===== src/rtl/secuenciador_instrucciones_if.sv =====
// Bus between the instruction sequencer and whoever loads/starts it.
// The master side loads the program and controls runs; the slave side
// (the sequencer) presents the instruction word and run status.
interface secuenciador_instrucciones_if #(
  parameter int IW = 21,
  parameter int AW = 5
);
  logic          prog_we;
  logic [AW-1:0] prog_addr;
  logic [IW-1:0] prog_data;
  logic [AW:0]   prog_len;
  logic          start;
  logic          halt;
  logic [IW-1:0] instruccion;
  logic          valid;
  logic [AW-1:0] pc;
  logic          busy;
  logic          done;

  modport master (
    output prog_we, prog_addr, prog_data, prog_len, start, halt,
    input  instruccion, valid, pc, busy, done
  );

  modport slave (
    input  prog_we, prog_addr, prog_data, prog_len, start, halt,
    output instruccion, valid, pc, busy, done
  );
endinterface


===== src/rtl/secuenciador_instrucciones.sv =====
// Instruction sequencer feeding the ISA datapath. Holds a small writable
// program memory and steps through words 0..len-1, presenting each one for
// HOLD_CYCLES cycles after a one-cycle fetch bubble.
module secuenciador_instrucciones #(
  parameter int IW          = 21,
  parameter int DEPTH       = 32,
  parameter int AW          = 5,
  parameter int HOLD_CYCLES = 10
) (
  input  logic                     clk,
  input  logic                     rst,
  secuenciador_instrucciones_if.slave bus
);

  localparam int CW = (HOLD_CYCLES > 1) ? $clog2(HOLD_CYCLES) : 1;

  typedef enum logic [1:0] {
    IDLE  = 2'd0,
    FETCH = 2'd1,
    HOLD  = 2'd2
  } state_t;

  state_t        state_reg, state_next;
  logic [AW-1:0] pc_reg, pc_next;
  logic [CW-1:0] cnt_reg, cnt_next;
  logic [AW:0]   len_reg, len_next;
  logic          done_reg, done_next;

  logic [IW-1:0] mem [DEPTH];
  logic [IW-1:0] rd_reg;
  logic          mem_we;

  // Writes are only accepted while idle so a running program cannot be
  // modified underneath itself; reset also blocks them.
  assign mem_we = bus.prog_we && (state_reg == IDLE) && !rst;

  // Program memory: synchronous write, registered read during FETCH.
  // The read register is only loaded in FETCH, so the word stays frozen
  // for the whole hold window.
  always_ff @(posedge clk) begin
    if (mem_we) begin
      mem[bus.prog_addr] <= bus.prog_data;
    end
    if (state_reg == FETCH) begin
      rd_reg <= mem[pc_reg];
    end
  end

  // State and control registers.
  always_ff @(posedge clk) begin
    if (rst) begin
      state_reg <= IDLE;
      pc_reg    <= '0;
      cnt_reg   <= '0;
      len_reg   <= '0;
      done_reg  <= 1'b0;
    end else begin
      state_reg <= state_next;
      pc_reg    <= pc_next;
      cnt_reg   <= cnt_next;
      len_reg   <= len_next;
      done_reg  <= done_next;
    end
  end

  // Next-state logic: fetch / hold / advance, with halt taking priority
  // over everything while a run is in progress.
  always_comb begin
    state_next = state_reg;
    pc_next    = pc_reg;
    cnt_next   = cnt_reg;
    len_next   = len_reg;
    done_next  = 1'b0;

    case (state_reg)
      IDLE: begin
        if (bus.start) begin
          if (bus.prog_len == '0) begin
            done_next = 1'b1;
          end else begin
            len_next   = bus.prog_len;
            pc_next    = '0;
            cnt_next   = '0;
            state_next = FETCH;
          end
        end
      end

      FETCH: begin
        if (bus.halt) begin
          state_next = IDLE;
          pc_next    = '0;
          cnt_next   = '0;
        end else begin
          cnt_next   = '0;
          state_next = HOLD;
        end
      end

      HOLD: begin
        if (bus.halt) begin
          state_next = IDLE;
          pc_next    = '0;
          cnt_next   = '0;
        end else if (cnt_reg == CW'(HOLD_CYCLES - 1)) begin
          cnt_next = '0;
          // Compare at AW+1 bits so a full-depth run ends at DEPTH-1
          // instead of wrapping.
          if ({1'b0, pc_reg} == (len_reg - (AW+1)'(1))) begin
            state_next = IDLE;
            pc_next    = '0;
            done_next  = 1'b1;
          end else begin
            pc_next    = pc_reg + 1'b1;
            state_next = FETCH;
          end
        end else begin
          cnt_next = cnt_reg + 1'b1;
        end
      end

      default: begin
        state_next = IDLE;
        pc_next    = '0;
        cnt_next   = '0;
      end
    endcase
  end

  // Outputs are decoded from registered state only, so they cannot glitch.
  assign bus.instruccion = (state_reg == HOLD) ? rd_reg : '0;
  assign bus.valid       = (state_reg == HOLD);
  assign bus.busy        = (state_reg == FETCH) || (state_reg == HOLD);
  assign bus.pc          = pc_reg;
  assign bus.done        = done_reg;

endmodule

===== src/flat_wrapper.sv =====
// flat-port wrapper written by rule: the top's interface ports become plain ports
module secuenciador_instrucciones_flat 
#(
  parameter int IW          = 21,
  parameter int DEPTH       = 32,
  parameter int AW          = 5,
  parameter int HOLD_CYCLES = 10
)
  (clk, rst, bus_prog_we, bus_prog_addr, bus_prog_data, bus_prog_len, bus_start, bus_halt, bus_instruccion, bus_valid, bus_pc, bus_busy, bus_done);
  secuenciador_instrucciones_if #(.IW(IW), .AW(AW)) bus_i ();
  input  logic clk;
  input  logic rst;
  input wire logic [$bits(bus_i.prog_we)-1:0] bus_prog_we;
  input wire logic [$bits(bus_i.prog_addr)-1:0] bus_prog_addr;
  input wire logic [$bits(bus_i.prog_data)-1:0] bus_prog_data;
  input wire logic [$bits(bus_i.prog_len)-1:0] bus_prog_len;
  input wire logic [$bits(bus_i.start)-1:0] bus_start;
  input wire logic [$bits(bus_i.halt)-1:0] bus_halt;
  output wire logic [$bits(bus_i.instruccion)-1:0] bus_instruccion;
  output wire logic [$bits(bus_i.valid)-1:0] bus_valid;
  output wire logic [$bits(bus_i.pc)-1:0] bus_pc;
  output wire logic [$bits(bus_i.busy)-1:0] bus_busy;
  output wire logic [$bits(bus_i.done)-1:0] bus_done;
  assign bus_i.prog_we = bus_prog_we;
  assign bus_i.prog_addr = bus_prog_addr;
  assign bus_i.prog_data = bus_prog_data;
  assign bus_i.prog_len = bus_prog_len;
  assign bus_i.start = bus_start;
  assign bus_i.halt = bus_halt;
  assign bus_instruccion = bus_i.instruccion;
  assign bus_valid = bus_i.valid;
  assign bus_pc = bus_i.pc;
  assign bus_busy = bus_i.busy;
  assign bus_done = bus_i.done;
  secuenciador_instrucciones #(.IW(IW), .DEPTH(DEPTH), .AW(AW), .HOLD_CYCLES(HOLD_CYCLES)) u_core (.clk(clk), .rst(rst), .bus(bus_i));
endmodule

===== config.mk =====
export PLATFORM = sky130hd
export DESIGN_NAME = secuenciador_instrucciones_flat
export DESIGN_NICKNAME = d
export VERILOG_FILES = /design/src/rtl/secuenciador_instrucciones_if.sv /design/src/rtl/secuenciador_instrucciones.sv /design/src/flat_wrapper.sv
export SDC_FILE = /design/constraint.sdc
export NUM_CORES = 1
export LEC_CHECK = 0
export ABC_CLOCK_PERIOD_IN_PS = 2500
export CAP_MARGIN = 20
export CORE_UTILIZATION = 35
export DETAILED_ROUTE_END_ITERATION = 10
export PLACE_DENSITY = 0.54
export SETUP_SLACK_MARGIN = 0.3
export SLEW_MARGIN = 10
export SYNTH_ARGS = -nofsm -noshare
export SYNTH_HDL_FRONTEND = slang
export SYNTH_SLANG_ARGS = --single-unit

===== constraint.sdc =====
create_clock -name clk -period 2.5 [get_ports clk]
set_input_delay 0.25 -clock clk [delete_from_list [all_inputs] [get_ports clk]]
set_output_delay 0.25 -clock clk [all_outputs]
set_load 0.02 [all_outputs]

* Word-level counts from Yosys, hierarchy flattened
Memories as Yosys holds them, arrays and structs flattened. A register that Yosys moved wholly into a read port is not among the register bits.
Index checks and enable logic that the tools add are counted.
** Word-level totals
- Output and inout bits :: 29
- Register bits :: 18
- Memories :: 1
- Bits in writable memories :: 672
** Cells by class
- Reductions and logical operators :: 10
- Muxes and demuxes :: 28
- Bitwise operators :: 1
- Eq/ne operators :: 8
- $add $sub $neg :: 3
** Memories
- u_core.mem :: depth 32, width 21, rd ports 1, clocked after Yosys merged registers in 1, wr ports 1, line secuenciador_instrucciones.sv:29 : logic [IW-1:0] mem [DEPTH];
** Operators by type and width (count)
- two-way mux 5 bit :: 6
- two-way mux 21 bit :: 1
- two-way mux 4 bit :: 4
- one-hot mux 5 bit (3 select lines) :: 1
- two-way mux 2 bit :: 5
- two-way mux 1 bit :: 8
- one-hot mux 4 bit (2 select lines) :: 1
- == test 5 x 6 -> 1 bit :: 1
- logical NOT 6 bit :: 1
- inequality test 2 bit, second input constant :: 3
- one-hot mux 2 bit (3 select lines) :: 1
- AND reduction 3 bit :: 2
- subtractor 6 x 1 -> 6 bit, second input constant :: 1
- adder 5 x 1 -> 5 bit, second input constant :: 1
- adder 4 x 1 -> 4 bit, second input constant :: 1
- == test 4 bit, second input constant :: 1
- AND reduction 4 bit :: 1
- inequality test 3 x 2 -> 1 bit, second input constant :: 1
- == test 2 x 1 -> 1 bit, second input constant :: 1
- == test 2 bit, second input constant :: 1
- logical AND 1 bit :: 2
- logical NOT 2 bit :: 1
- one-hot mux 1 bit (2 select lines) :: 1
- AND reduction 2 bit :: 1
- other kinds (3) :: 3

* Longest topological paths before layout
- Word-level depth :: 6
- Gate-level depth with buffers :: 8
- Depth with buffers taken out :: 7

* Worst setup path before layout
OpenSTA, ideal clock, no wires.
- Path type :: register to register
- Start :: register u_core.state_reg[0]
- End :: memory u_core.mem[27][0], enable pin
- Data required time :: 2.101 ns
- Stages on the path, launching flop included :: 7
- Path slack :: -0.075 ns
- Arrival time :: 2.176 ns
- Setup time :: 0.399 ns
- Path through :: dfxtp_1 -> inv_1 -> ha_1 -> clkbuf_1 -> and3_1 -> nand3_1 -> nor2_1
** Between the ends
- Word-level cells in the longest chain between the ends :: 5
** RTL lines
- from (decl) :: line secuenciador_instrucciones.sv:23 : state_t state_reg, state_next;
- from (signal assigned) :: line secuenciador_instrucciones.sv:58 : state_reg <= state_next;
- logical NOT 2 bit :: line secuenciador_instrucciones.sv:35 : assign mem_we = bus.prog_we && (state_reg == IDLE) && !rst;
- logical AND 1 bit (2 in a row) :: line secuenciador_instrucciones.sv:35
- two-way mux 1 bit :: line secuenciador_instrucciones.sv:41 : if (mem_we) begin
- two-way mux 1 bit (implied by the code) :: line secuenciador_instrucciones.sv:42 : mem[bus.prog_addr] <= bus.prog_data;
- to (decl) :: line secuenciador_instrucciones.sv:29
No other way between the ends.

==> impl_metrics.ini <==
[global_route]
antenna_found_initial = 4
overflow = 0
grt_pass1_vias = 13600
grt_usage_pct = 18.06
grt_pass1_wl_mm = 99.48
grt_max_degree = 47

[layout]
fillers = 6674
seqCellArea_um2 = 21180
postLayoutCoreUtil_pct = 43.50
drive_gt1_share_pct = 37.93
stdcell_count = 2511
area_delta_synth_final_pct = 22.82
fin_nets = 1455
multi_input_area_um2 = 6207
antenna_cells = 0
largest_reg_flops = 672

[critical_path]
startpoint_type = flop
max_stage_delay_ns = 0.51
slowest_stage = mux4_2
reg2regPathDepth = 6
end_kind = flop
arrival_ns = 2.75
required_ns = 2.86
crit_chain = buf_4 > buf_16 > buf_4 > mux4_2 > mux4_2 > mux2_4
critPathKind = flop to flop
timing.rr.end = u_core.rd_reg[14]
regToRegSetupSlack_ns = 0.11
cp_max_fo = 8
worstReg2RegStart = u_core.bus.pc[0]

[pwr]
net-switching-power_mw = 5.804
clkPwrFrac_pct = 41.0
combPwrFrac_pct = 7.7
powerDensity_nw_per_um2 = 778.7
vdd_drop_max_mv = 0.5032
netSwitchingFraction_pct = 22.08
total_power_mw = 26.28
p_leak_nw = 10.34
p_int_mw = 20.48
seqPwrFrac_pct = 51.3

[die]
initial_core_util_pct = 35.42
dieArea_um2 = 79640
die_h_um = 282.2
die_x_um = 282.2
core_area_um2 = 77590
io_pins = 66
std_cell_rows = 102

[sta]
hold_viol_final = 0
fin_hold_ws_ns = 0.2796
final.setup_skew_ns = 0.01801
period_needed_ns = 2.388
final-setup-viol-count = 0
worst_slew_pin_slew_ns = 0.9654
fmax_ghz = 0.4188
drv_slew = 0
period_share_pct = 95.50
slew_headroom_pct = 35.44
rsz0062_at_grt = yes
tns_ns = 0

[routing]
num_vias = 13110
wl_met1_mm = 29.84
first_pass_iters = 5
avgViaCountPerCell = 5.220
wl_per_cell_um = 28.00
drt_iter0_markers = 1257
wirelength_mm = 70.31
drc_errors = 0
postRouteAntennaNets = 0
dr_wl_met3_mm = 4.480
routed.top_layer = met5
met2_wirelength_mm = 34.78

[hold_path]
min_from = bus_prog_len[2]
whs_endpoint = u_core.len_reg[2]
hold_depth = 3
hold_path.class = input port to flop

[synthesis]
synth_common_cells = 693 x edfxtp_1, 210 x mux4_2, 50 x nor2_1
yosysMostFrequentCell = edfxtp_1
synth-xor-area-share_pct = 0.3187
synthAdderAreaFrac_pct = 0.3642
synthMuxAreaShare_pct = 18.29
synth_area_um2 = 27480
ys_types = 46
synth.avg_cell_area_um2 = 23.53
ys_top_cells_by_area = edfxtp_1 76%, mux4_2 17%, dfxtp_1 1.3%, mux2_2 0.86%, nor2_1 0.68%
synthCells = 1168
ys_seq_elements = 711
synth_largest_area_cell = edfxtp_1
synth-compound-area-share_pct = 0.6739
async_flop_share_pct = 0
syn_nets = 1213
synth_top_family_by_area = multiplexers
ys_warn_count = 0
synth_top_area_share_pct = 75.73
ys_seq_area_share_pct = 77.04
ys.flop_type = edfxtp_1
synth_simple_gate_area_share_pct = 2.104
synth_edf_count = 693

[placement]
hpwl_mm = 39.56
gp_congestion = 0.7737
port_buffers = 65
place_inst = 2346

[outcome]
status = finished, final reports clean

[clocking]
clockRootBuffer = clkbuf_16
hold_buffers = 0
ctsLongestPathBuffers = 3
clock_latency_ns = 0.62
cts_tree = built
clkTransAtPathRegs_ns = 0.06
cts_buffers = 76
cts.sinks = 711
htree_levels = 3

[run]
maxCapViolCount = 0
-- metrics by stage --
step	instance area (um2)	setup WS, ns
final	33750	0.1124
after global routing	33750	0.05643
after CTS	33660	0.1040
after detailed placement	30850	0.03934
after global placement	30850	0.05960
after floorplan	27640	0.07950
-- worst max path at each step --
stage / startpoint / to / slack [ns]
2_1_floorplan: u_core.state_reg[0] / u_core.mem[12][0] / 0.08
3_3_place_gp: u_core.bus.pc[0] / u_core.rd_reg[14] / 0.06
3_5_place_dp: bus_prog_len[4] / u_core.state_reg[1] / 0.04
4_1_cts: u_core.bus.pc[0] / u_core.rd_reg[14] / 0.10
5_1_grt: u_core.bus.pc[0] / u_core.rd_reg[14] / 0.06
6_report: u_core.bus.pc[0] / u_core.rd_reg[14] / 0.11
-- layout by cell type (no fill, tap or decap), types with 4 or more instances in the layout --
master,netlist,final
buf_4,1,88
buf_6,8,8
nand3b_1,6,6
and2_1,21,21
buf_16,0,9
nor2_2,0,11
ha_1,8,7
nor2_4,0,21
mux2_4,0,4
inv_1,6,5
inv_6,0,4
mux2i_1,6,6
nand2_1,5,5
clkinv_1,0,19
buf_12,1,46
clkbuf_2,0,7
nand3_1,14,14
clkbuf_16,0,81
dfxtp_1,18,13
clkdlybuf4s15_2,0,13
bufinv_16,0,5
nor2_1,50,18
mux2_2,21,17
clkinv_2,0,11
clkbuf_1,30,14
edfxtp_1,693,693
clkdlybuf4s50_1,0,40
mux4_2,210,210
xnor2_1,8,8
a21oi_1,4,4
-- worst max-delay path, delay by kind of cell, from the launching register on --
family	cells	cell delay, ns
multiplexers	3	1.31
flip-flops	1	0.42
buffers and inverters	3	0.40
-- metal layers --
metal	GRT usage, %	vias to the layer above
li1	-	5503
met1	24.44	7113
met2	29.58	405
met3	3.758	82
met4	5.073	4
met5	0	-
-- logic make-up (layout without fill, tap and decap cells) --
family | after synthesis | after routing
simple gates | 115 | 115
mux | 237 | 237
xor+xnor | 10 | 10
flops | 711 | 711
buf+inv | 63 | 366
fa+ha+maj | 8 | 8
compound gates | 24 | 24
-- what timing repair did --
item | CTS | global route
pin swaps | 0 | 7
gates resized for setup | 79 | 23
endpoints found under the setup margin | 47 | 98
gates cloned | 6 | 3
buffers inserted | 17 | 0
-- final cells by class --
class                      count  area share (%)
sequential                   711           62.76
multi-input combinational    394           18.39
timing repair buffer         220           7.811
clock buffer                  92           5.939
tap                         1040           3.855
clock inverter                47           1.164
inverter                       7         0.07785
-- power by group through the flow --
| stage | clock (mW) | combinational (mW) | sequential, mW |
|---|---|---|---|
| 2_1_floorplan | 0 | 1.07 | 13.6 |
| 3_3_place_gp | 0 | 1.87 | 13.7 |
| 3_5_place_dp | 0 | 1.90 | 13.7 |
| 4_1_cts | 11.1 | 2.01 | 13.5 |
| 5_1_grt | 11.5 | 2.17 | 13.5 |
| 6_report | 10.8 | 2.01 | 13.5 |
Note: power is estimated with default switching activity, not from simulation.
